[src/rtl/huffman_queue_extractor.sv]
// Consumer end of the Huffman priority queue: scans every slot, picks the two
// lowest-frequency occupied slots, hands them off as a pair, then clears both.
module huffman_queue_extractor #(
  parameter int         NUM_SLOTS = 6,
  parameter int         FREQ_W    = 32,
  parameter logic [7:0] EMPTY_POS = 8'hFF
) (
  input  logic                        clk,
  input  logic                        ctrl_reset,
  input  logic                        start,
  input  logic [8*NUM_SLOTS-1:0]      slot_pos_bus,
  input  logic [8*NUM_SLOTS-1:0]      slot_ascii_bus,
  input  logic [FREQ_W*NUM_SLOTS-1:0] slot_freq_bus,
  output logic                        busy,
  output logic                        pair_valid,
  input  logic                        pair_ready,
  output logic [2:0]                  pair_slot_a,
  output logic [2:0]                  pair_slot_b,
  output logic [7:0]                  pair_ascii_a,
  output logic [7:0]                  pair_ascii_b,
  output logic [FREQ_W-1:0]           pair_freq_a,
  output logic [FREQ_W-1:0]           pair_freq_b,
  output logic [FREQ_W:0]             pair_sum,
  output logic [2:0]                  occ_count,
  output logic                        done,
  output logic [NUM_SLOTS-1:0]        clr_wr_pos,
  output logic [7:0]                  clr_pos_data
);

  typedef enum logic [2:0] {IDLE, SCAN, PRESENT, CLEAR, DONE} stateT;

  localparam logic [2:0] LAST_IDX = 3'(NUM_SLOTS - 1);

  stateT state, nextState;

  logic [2:0]        idx;
  logic [2:0]        count;
  logic [2:0]        occCount;
  logic              min1Valid, min2Valid;
  logic [2:0]        min1Slot, min2Slot;
  logic [7:0]        min1Ascii, min2Ascii;
  logic [FREQ_W-1:0] min1Freq, min2Freq;

  logic [7:0]        curPos;
  logic [7:0]        curAscii;
  logic [FREQ_W-1:0] curFreq;
  logic              curOcc;
  logic [2:0]        scanCount;

  // Select the slot addressed by idx; scanCount includes it so the final
  // SCAN cycle can decide PRESENT vs DONE with the complete tally.
  always_comb begin
    curPos   = '0;
    curAscii = '0;
    curFreq  = '0;
    for (int i = 0; i < NUM_SLOTS; i++) begin
      if (idx == 3'(i)) begin
        curPos   = slot_pos_bus[8*i +: 8];
        curAscii = slot_ascii_bus[8*i +: 8];
        curFreq  = slot_freq_bus[FREQ_W*i +: FREQ_W];
      end
    end
    curOcc    = (curPos != EMPTY_POS);
    scanCount = count + {2'b00, curOcc};
  end

  always_ff @(posedge clk or posedge ctrl_reset) begin
    if (ctrl_reset) state <= IDLE;
    else            state <= nextState;
  end

  always_comb begin
    nextState = state;
    case (state)
      IDLE:    if (start) nextState = SCAN;
      SCAN:    if (idx == LAST_IDX) nextState = (scanCount >= 3'd2) ? PRESENT : DONE;
      PRESENT: if (pair_ready) nextState = CLEAR;
      CLEAR:   nextState = DONE;
      DONE:    nextState = IDLE;
      default: nextState = IDLE;
    endcase
  end

  // Strict less-than keeps the earlier (lower-index) slot on equal frequencies.
  always_ff @(posedge clk or posedge ctrl_reset) begin
    if (ctrl_reset) begin
      idx       <= '0;
      count     <= '0;
      occCount  <= '0;
      min1Valid <= 1'b0;
      min2Valid <= 1'b0;
      min1Slot  <= '0;
      min2Slot  <= '0;
      min1Ascii <= '0;
      min2Ascii <= '0;
      min1Freq  <= '0;
      min2Freq  <= '0;
    end else begin
      case (state)
        IDLE: begin
          if (start) begin
            idx       <= '0;
            count     <= '0;
            min1Valid <= 1'b0;
            min2Valid <= 1'b0;
          end
        end
        SCAN: begin
          idx   <= idx + 3'd1;
          count <= scanCount;
          if (curOcc) begin
            if (!min1Valid || curFreq < min1Freq) begin
              min2Valid <= min1Valid;
              min2Slot  <= min1Slot;
              min2Ascii <= min1Ascii;
              min2Freq  <= min1Freq;
              min1Valid <= 1'b1;
              min1Slot  <= idx;
              min1Ascii <= curAscii;
              min1Freq  <= curFreq;
            end else if (!min2Valid || curFreq < min2Freq) begin
              min2Valid <= 1'b1;
              min2Slot  <= idx;
              min2Ascii <= curAscii;
              min2Freq  <= curFreq;
            end
          end
        end
        DONE:    occCount <= count;
        default: ;
      endcase
    end
  end

  always_comb begin
    clr_wr_pos = '0;
    for (int i = 0; i < NUM_SLOTS; i++) begin
      clr_wr_pos[i] = (state == CLEAR) && (min1Slot == 3'(i) || min2Slot == 3'(i));
    end
  end

  assign busy         = (state != IDLE);
  assign pair_valid   = (state == PRESENT);
  assign done         = (state == DONE);
  assign pair_slot_a  = min1Slot;
  assign pair_slot_b  = min2Slot;
  assign pair_ascii_a = min1Ascii;
  assign pair_ascii_b = min2Ascii;
  assign pair_freq_a  = min1Freq;
  assign pair_freq_b  = min2Freq;
  assign pair_sum     = {1'b0, min1Freq} + {1'b0, min2Freq};
  assign occ_count    = occCount;
  assign clr_pos_data = EMPTY_POS;

endmodule

[config.mk]
export PLATFORM = sky130hd
export DESIGN_NAME = huffman_queue_extractor
export DESIGN_NICKNAME = d
export VERILOG_FILES = /design/src/rtl/huffman_queue_extractor.sv
export SDC_FILE = /design/constraint.sdc
export NUM_CORES = 1
export LEC_CHECK = 0
export ABC_CLOCK_PERIOD_IN_PS = 6300
export CAP_MARGIN = 30
export CORE_AREA = 2 2 167 169
export DETAILED_ROUTE_END_ITERATION = 6
export DIE_AREA = 0 0 169 171
export PLACE_DENSITY = 0.71
export RECOVER_POWER = 25
export SYNTH_ARGS = -nofsm -noshare
export SYNTH_HDL_FRONTEND = slang
export SYNTH_SLANG_ARGS = --single-unit
[constraint.sdc]
create_clock -name clk -period 6.3 [get_ports clk]
set_clock_uncertainty 0.05 [all_clocks]
set_input_delay 1.575 -clock clk [delete_from_list [all_inputs] [get_ports clk]]
set_output_delay 1.575 -clock clk [all_outputs]
set_load 0.01 [all_outputs]
# ---- After elaboration in Yosys (flattened, before gate mapping)
# Index checks and enable logic that the tools add are counted.
dict set report classes {
  n_addsub 3
  n_lt_le_gt_ge 3
  n_eq_ne 26
  n_mux 40
  reduce_logical 29
}
# cell n
set ops {}
lappend ops {{32-bit two-way mux} 8}
lappend ops {{8-bit two-way mux} 14}
lappend ops {{32-bit less-than comparator} 2}
lappend ops {{32-bit by 32-bit adder with 33-bit output} 1}
lappend ops {{3-bit by 2-bit equality test with 1-bit output, second input constant} 8}
lappend ops {{3-bit equality test, second input constant} 7}
lappend ops {{3-bit two-way mux} 7}
lappend ops {{3-bit by 1-bit equality test with 1-bit output, second input constant} 4}
lappend ops {{3-bit zero test} 4}
lappend ops {{3-bit one-hot mux with 2 select lines} 2}
lappend ops {{3-bit one-hot mux with 4 select lines} 1}
lappend ops {{3-bit AND reduction} 3}
lappend ops {{1-bit logical OR} 8}
lappend ops {{2-bit != test, second input constant} 4}
lappend ops {{8-bit != test, second input constant} 1}
lappend ops {{4-bit AND reduction} 2}
lappend ops {{1-bit logical AND} 6}
lappend ops {{1-bit two-way mux} 6}
lappend ops {{1-bit one-hot mux with 2 select lines} 2}
lappend ops {{2-bit nonzero test} 2}
lappend ops {{3-bit by 1-bit adder with 3-bit output} 1}
lappend ops {{3-bit by 1-bit adder with 3-bit output, second input constant} 1}
lappend ops {{3-bit by 2-bit >= comparator with 1-bit output, second input constant} 1}
lappend ops {{3-bit != test, second input constant} 1}
lappend ops {{other kinds (4)} 5}
dict set report word_totals {
  reg_bits 100
  input_bits 292
  elab_cells 113
}

# ---- Longest topological paths before layout
dict set report logic_depth {
  ltp_word 13
  ltp_mapped 21
  mapped_depth_nobuf 17
}

# ---- Least setup slack after synthesis
# OpenSTA, ideal clock, no wires.
dict set report synth_path {
  path_type {input -> register}
  from {in slot_freq_bus[29]}
  to {reg min2Ascii[0] (netlist: pair_ascii_b[0])}
  t_arrival_ns 4.650
  path_slack_ns 1.506
  stages 15
  path_cell_list {a221oi_1 > o311ai_0 > o21ai_0 > o21ai_0 > ha_1 > a21o_1 > a21o_1 > a221oi_1 > o41ai_1 > or3_1 > o311a_1 > a21o_1 > buf_6 > buf_6 > a221oi_2}
}
dict set report synth_via {
  elab_chain_len 10
  elab_cells_between_ends 13
  classes_between {order compare: 2; mux: 7; reduce/logical: 4}
}
# item line
set synth_lines {}
lappend synth_lines {{start: declaration} 13} ;# input logic [FREQ_W*NUM_SLOTS-1:0] slot_freq_bus,
lappend synth_lines {{32-bit two-way mux * (6 in series)} 57} ;# if (idx == 3'(i)) begin
lappend synth_lines {{named net curFreq[29]} 46} ;# logic [FREQ_W-1:0] curFreq;
lappend synth_lines {{32-bit less-than comparator, on equally long branches} {112, 121}}
lappend synth_lines {{1-bit logical OR, on equally long branches} {112, 121}}
lappend synth_lines {{2-bit nonzero test (no line)} --}
lappend synth_lines {{3-bit AND reduction (no line)} --}
lappend synth_lines {{end signal: assignment} 115} ;# min2Ascii <= min1Ascii;
lappend synth_lines {{end signal: assignment} 124} ;# min2Ascii <= curAscii;
lappend synth_lines {{end: declaration} 41} ;# logic [7:0] min1Ascii, min2Ascii;
# The timed path passes the listed nets; every way through them passes the cells marked *.
# A chain may end at the register's enable or synchronous reset.

# ---- Worst setup path after layout
dict set report layout_path {
  from {reg min1Freq[0] (netlist: pair_freq_a[0])}
  to {out pair_sum[26]}
}
dict set report layout_via {
  elab_chain_len 1
}
# item line
set layout_lines {}
lappend layout_lines {{start: declaration} 42} ;# logic [FREQ_W-1:0] min1Freq, min2Freq;
lappend layout_lines {{start signal: assignment} 120} ;# min1Freq <= curFreq;
lappend layout_lines {{32-bit by 32-bit adder with 33-bit output} 151} ;# assign pair_sum = {1'b0, min1Freq} + {1'b0, min2Freq};
lappend layout_lines {{end: declaration} 23} ;# output logic [FREQ_W:0] pair_sum,
# Every way passes these cells.

==> flow_summary.toml <==
[clock_network]
cts_sinks = 100
htree_num_levels = 3
post_cts_resized = 0
cts_hold_buf = 0
clk_path_buf_depth = 2
root_buffer = "clkbuf_16"
cts_buffers = 9
clk_pin_slew_ps = 70
post_cts_buffers = 0
cts_tree = "built"
clk_latency_ps = 360

[cells_and_area]
nets = 2019
fin_cells = 1980
design_area_um2 = 14750
drive_above_1_share = 0.07914
area_growth_pct = 52.55
final_cell_mix = "clkdlybuf4s50_1 (408), nor2_1 (173), nand2_1 (115)"
final_common_cell = "clkdlybuf4s50_1"

[run_status]
status = "complete, but fails checks"
violations = "capacitance limit, slew limit"

[timing]
hold_slack_ps = 460.5
min_period_ps = 5659
timing.final.hold_violations = 0
clock.fmax_ghz = 0.1767
rsz0062_at_grt = "false"
worst_pin_slew_ps = 3078
setup_tns_ps = 0
drv_slew = 65
finalSetupViolations = 0
maxSlewHeadroom = -1.063
fin_crit_sh = 0.8983

[route]
routed_wl_um = 40620
avgViaCountPerCell = 5.544
ant_nets = 0
drc = 0
drt_first_pass_iters = 6
first_iter_violations = 693
wl_per_cell_um = 20.52
vias = 10980

[worst_setup_path]
r2r-start = "idx[1]$_DFFE_PP0P_"
crit_path_end_kind = "output port"
worstSetupPathType = "reg2out"
r2r_cells = 19
rr_endpoint = "pair_freq_b[18]$_DFFE_PP0P_"
arrival_ps = 4030
required_ps = 4680
reg2reg_slack_ps = 730
cp-start-kind = "register"
path_max_fanout = 5

[logic_synthesis]
ys_ff_latch = 100
synthDistinctLibCells = 71
syn-instance-count = 1216
syn_area_um2 = 9672
yosysWarnings = 0
synth-edff-count = 0
yosysSeqAreaShare = 0.2587
synth_ff_type = "dfrtp_1"
syn_avg_cell_area_um2 = 7.954
synthArstFlopShare = 1.000

[global_routing]
grt_use_total = 0.2719
antenna_found_initial = 7
grt_overflow = 0
grt_pass1_wl_um = 60510
grt_max_degree = 65
grt_pass1_vias = 10480

[min_path]
hold_class = "reg2reg"
worstHoldPathCells = 1
worstHoldStart = "occ_count[2]$_DFFE_PP0P_"
worstHoldEndpoint = "occ_count[2]$_DFFE_PP0P_"

[placement]
hpwl_um = 33340
port_buffers = 422
gp_congestion = 0.9192
place_inst = 1960
placed_area_um2 = 14460

[floorplan]
core_um2 = 27320
die_h_um = 171
rows = 61
fp.dieArea_um2 = 28900
start_util = 0.3540
die_w_um = 169
num_io_pins = 431

[job]
drv_cap = 1
-- through the flow --
stage / util / setup slack [ps]
global route: 0.5399 / 320.6
finish: 0.5400 / 640.6
floorplan: - / 1506
global placement: 0.5281 / 407.7
CTS: 0.5397 / 620.2
detailed placement: 0.5291 / 259.7
-- area by class of cell --
| type | instances | area, µm² |
|---|---|---|
| clock inverter | 7 | 62.56 |
| multi-input combinational | 956 | 6530 |
| fill | 2591 | 12570 |
| clock buffer | 9 | 225.2 |
| antenna | 4 | 10.01 |
| inverter | 90 | 339.1 |
| sequential | 100 | 2502 |
| timing repair buffer | 468 | 4652 |
| tap | 346 | 432.9 |
-- state kept, by name, summed over array words and instances, names as in the netlist, 3 cells and up --
register / cells
state: 3
idx: 3
count: 3
pair_slot_b: 3
pair_freq_a: 32
pair_freq_b: 32
pair_slot_a: 3
pair_ascii_a: 8
pair_ascii_b: 8
occ_count: 3
-- kinds of logic after synthesis --
kind of cell | Yosys count | share of synthesized area
simple gates | 411 | 0.1900
xor+xnor | 27 | 0.02445
fa+ha+maj | 102 | 0.1327
buf+inv | 167 | 0.07400
mux | 13 | 0.01501
compound gates | 395 | 0.3047
flops | 100 | 0.2587
other cells | 1 | 0.0003877
-- Yosys cell counts (3+ instances only) --
cell type | instances | area share
o21ai_1 | 4 | 0.0021
or4_1 | 3 | 0.0023
clkbuf_1 | 52 | 0.020
nor4_1 | 6 | 0.0039
a22o_1 | 4 | 0.0036
buf_2 | 8 | 0.0041
nand4_1 | 22 | 0.014
o21bai_1 | 3 | 0.0023
o21a_1 | 4 | 0.0031
o211ai_1 | 4 | 0.0031
mux2_1 | 5 | 0.0058
buf_4 | 11 | 0.0085
nand2b_1 | 7 | 0.0045
dfrtp_1 | 100 | 0.26
xnor2_1 | 16 | 0.014
a31oi_1 | 8 | 0.0052
nor3_1 | 18 | 0.0093
a221o_1 | 3 | 0.0031
o311ai_0 | 39 | 0.035
mux2_2 | 7 | 0.0082
nor2_1 | 175 | 0.068
buf_6 | 5 | 0.0058
nand3b_1 | 5 | 0.0039
a221oi_2 | 39 | 0.061
a211oi_1 | 6 | 0.0047
nor2b_1 | 11 | 0.0071
ha_1 | 101 | 0.13
and3_1 | 8 | 0.0052
a21oi_1 | 71 | 0.037
nand3_1 | 18 | 0.0093
nor3b_1 | 5 | 0.0039
and2_1 | 4 | 0.0026
or2_2 | 3 | 0.0019
inv_1 | 88 | 0.034
a21o_1 | 36 | 0.028
nand2_1 | 117 | 0.045
o21ai_0 | 106 | 0.055
o31ai_1 | 3 | 0.0023
a221oi_1 | 43 | 0.039
xor2_1 | 11 | 0.010
-- how the worst max path moves through the flow --
stage / end / from / slack, ps
CTS: pair_sum[26] / pair_freq_a[0]$_DFFE_PP0P_ / 620
finish: pair_sum[26] / pair_freq_a[0]$_DFFE_PP0P_ / 640
global route: pair_sum[26] / pair_freq_a[0]$_DFFE_PP0P_ / 320
detailed placement: pair_slot_b[0]$_DFFE_PP0P_ / slot_freq_bus[27] / 260
global placement: pair_slot_b[0]$_DFFE_PP0P_ / slot_freq_bus[20] / 410
floorplan: pair_ascii_b[0]$_DFFE_PP0P_ / slot_freq_bus[29] / 1510
-- routing by layer --
metal | part of all wire | wire length, µm | global-route usage | vias to the layer above
met3 | 0.071 | 2876 | 0.05829 | 55
met5 | 0.00064 | 26 | 0 | -
met2 | 0.47 | 19270 | 0.4467 | 423
met4 | 0.025 | 1035 | 0.08138 | 4
met1 | 0.43 | 17420 | 0.3596 | 5212
li1 | - | - | - | 5283
-- critical path, cell delays in order (launching register included) --
cell             delay [ps]
dfrtp_1                 470
ha_1                    270
inv_1                    70
fa_1                    200
nor2b_1                  50
o21ai_0                 280
o221ai_1                300
a21oi_1                 390
a31o_2                  270
a21boi_0                100
or4b_2                  610
nand3_1                 100
clkdlybuf4s50_1         550
Power is left out: the tool's default activity adds up to more than one toggle a clock period on the data nets, which glitch-free logic cannot reach.
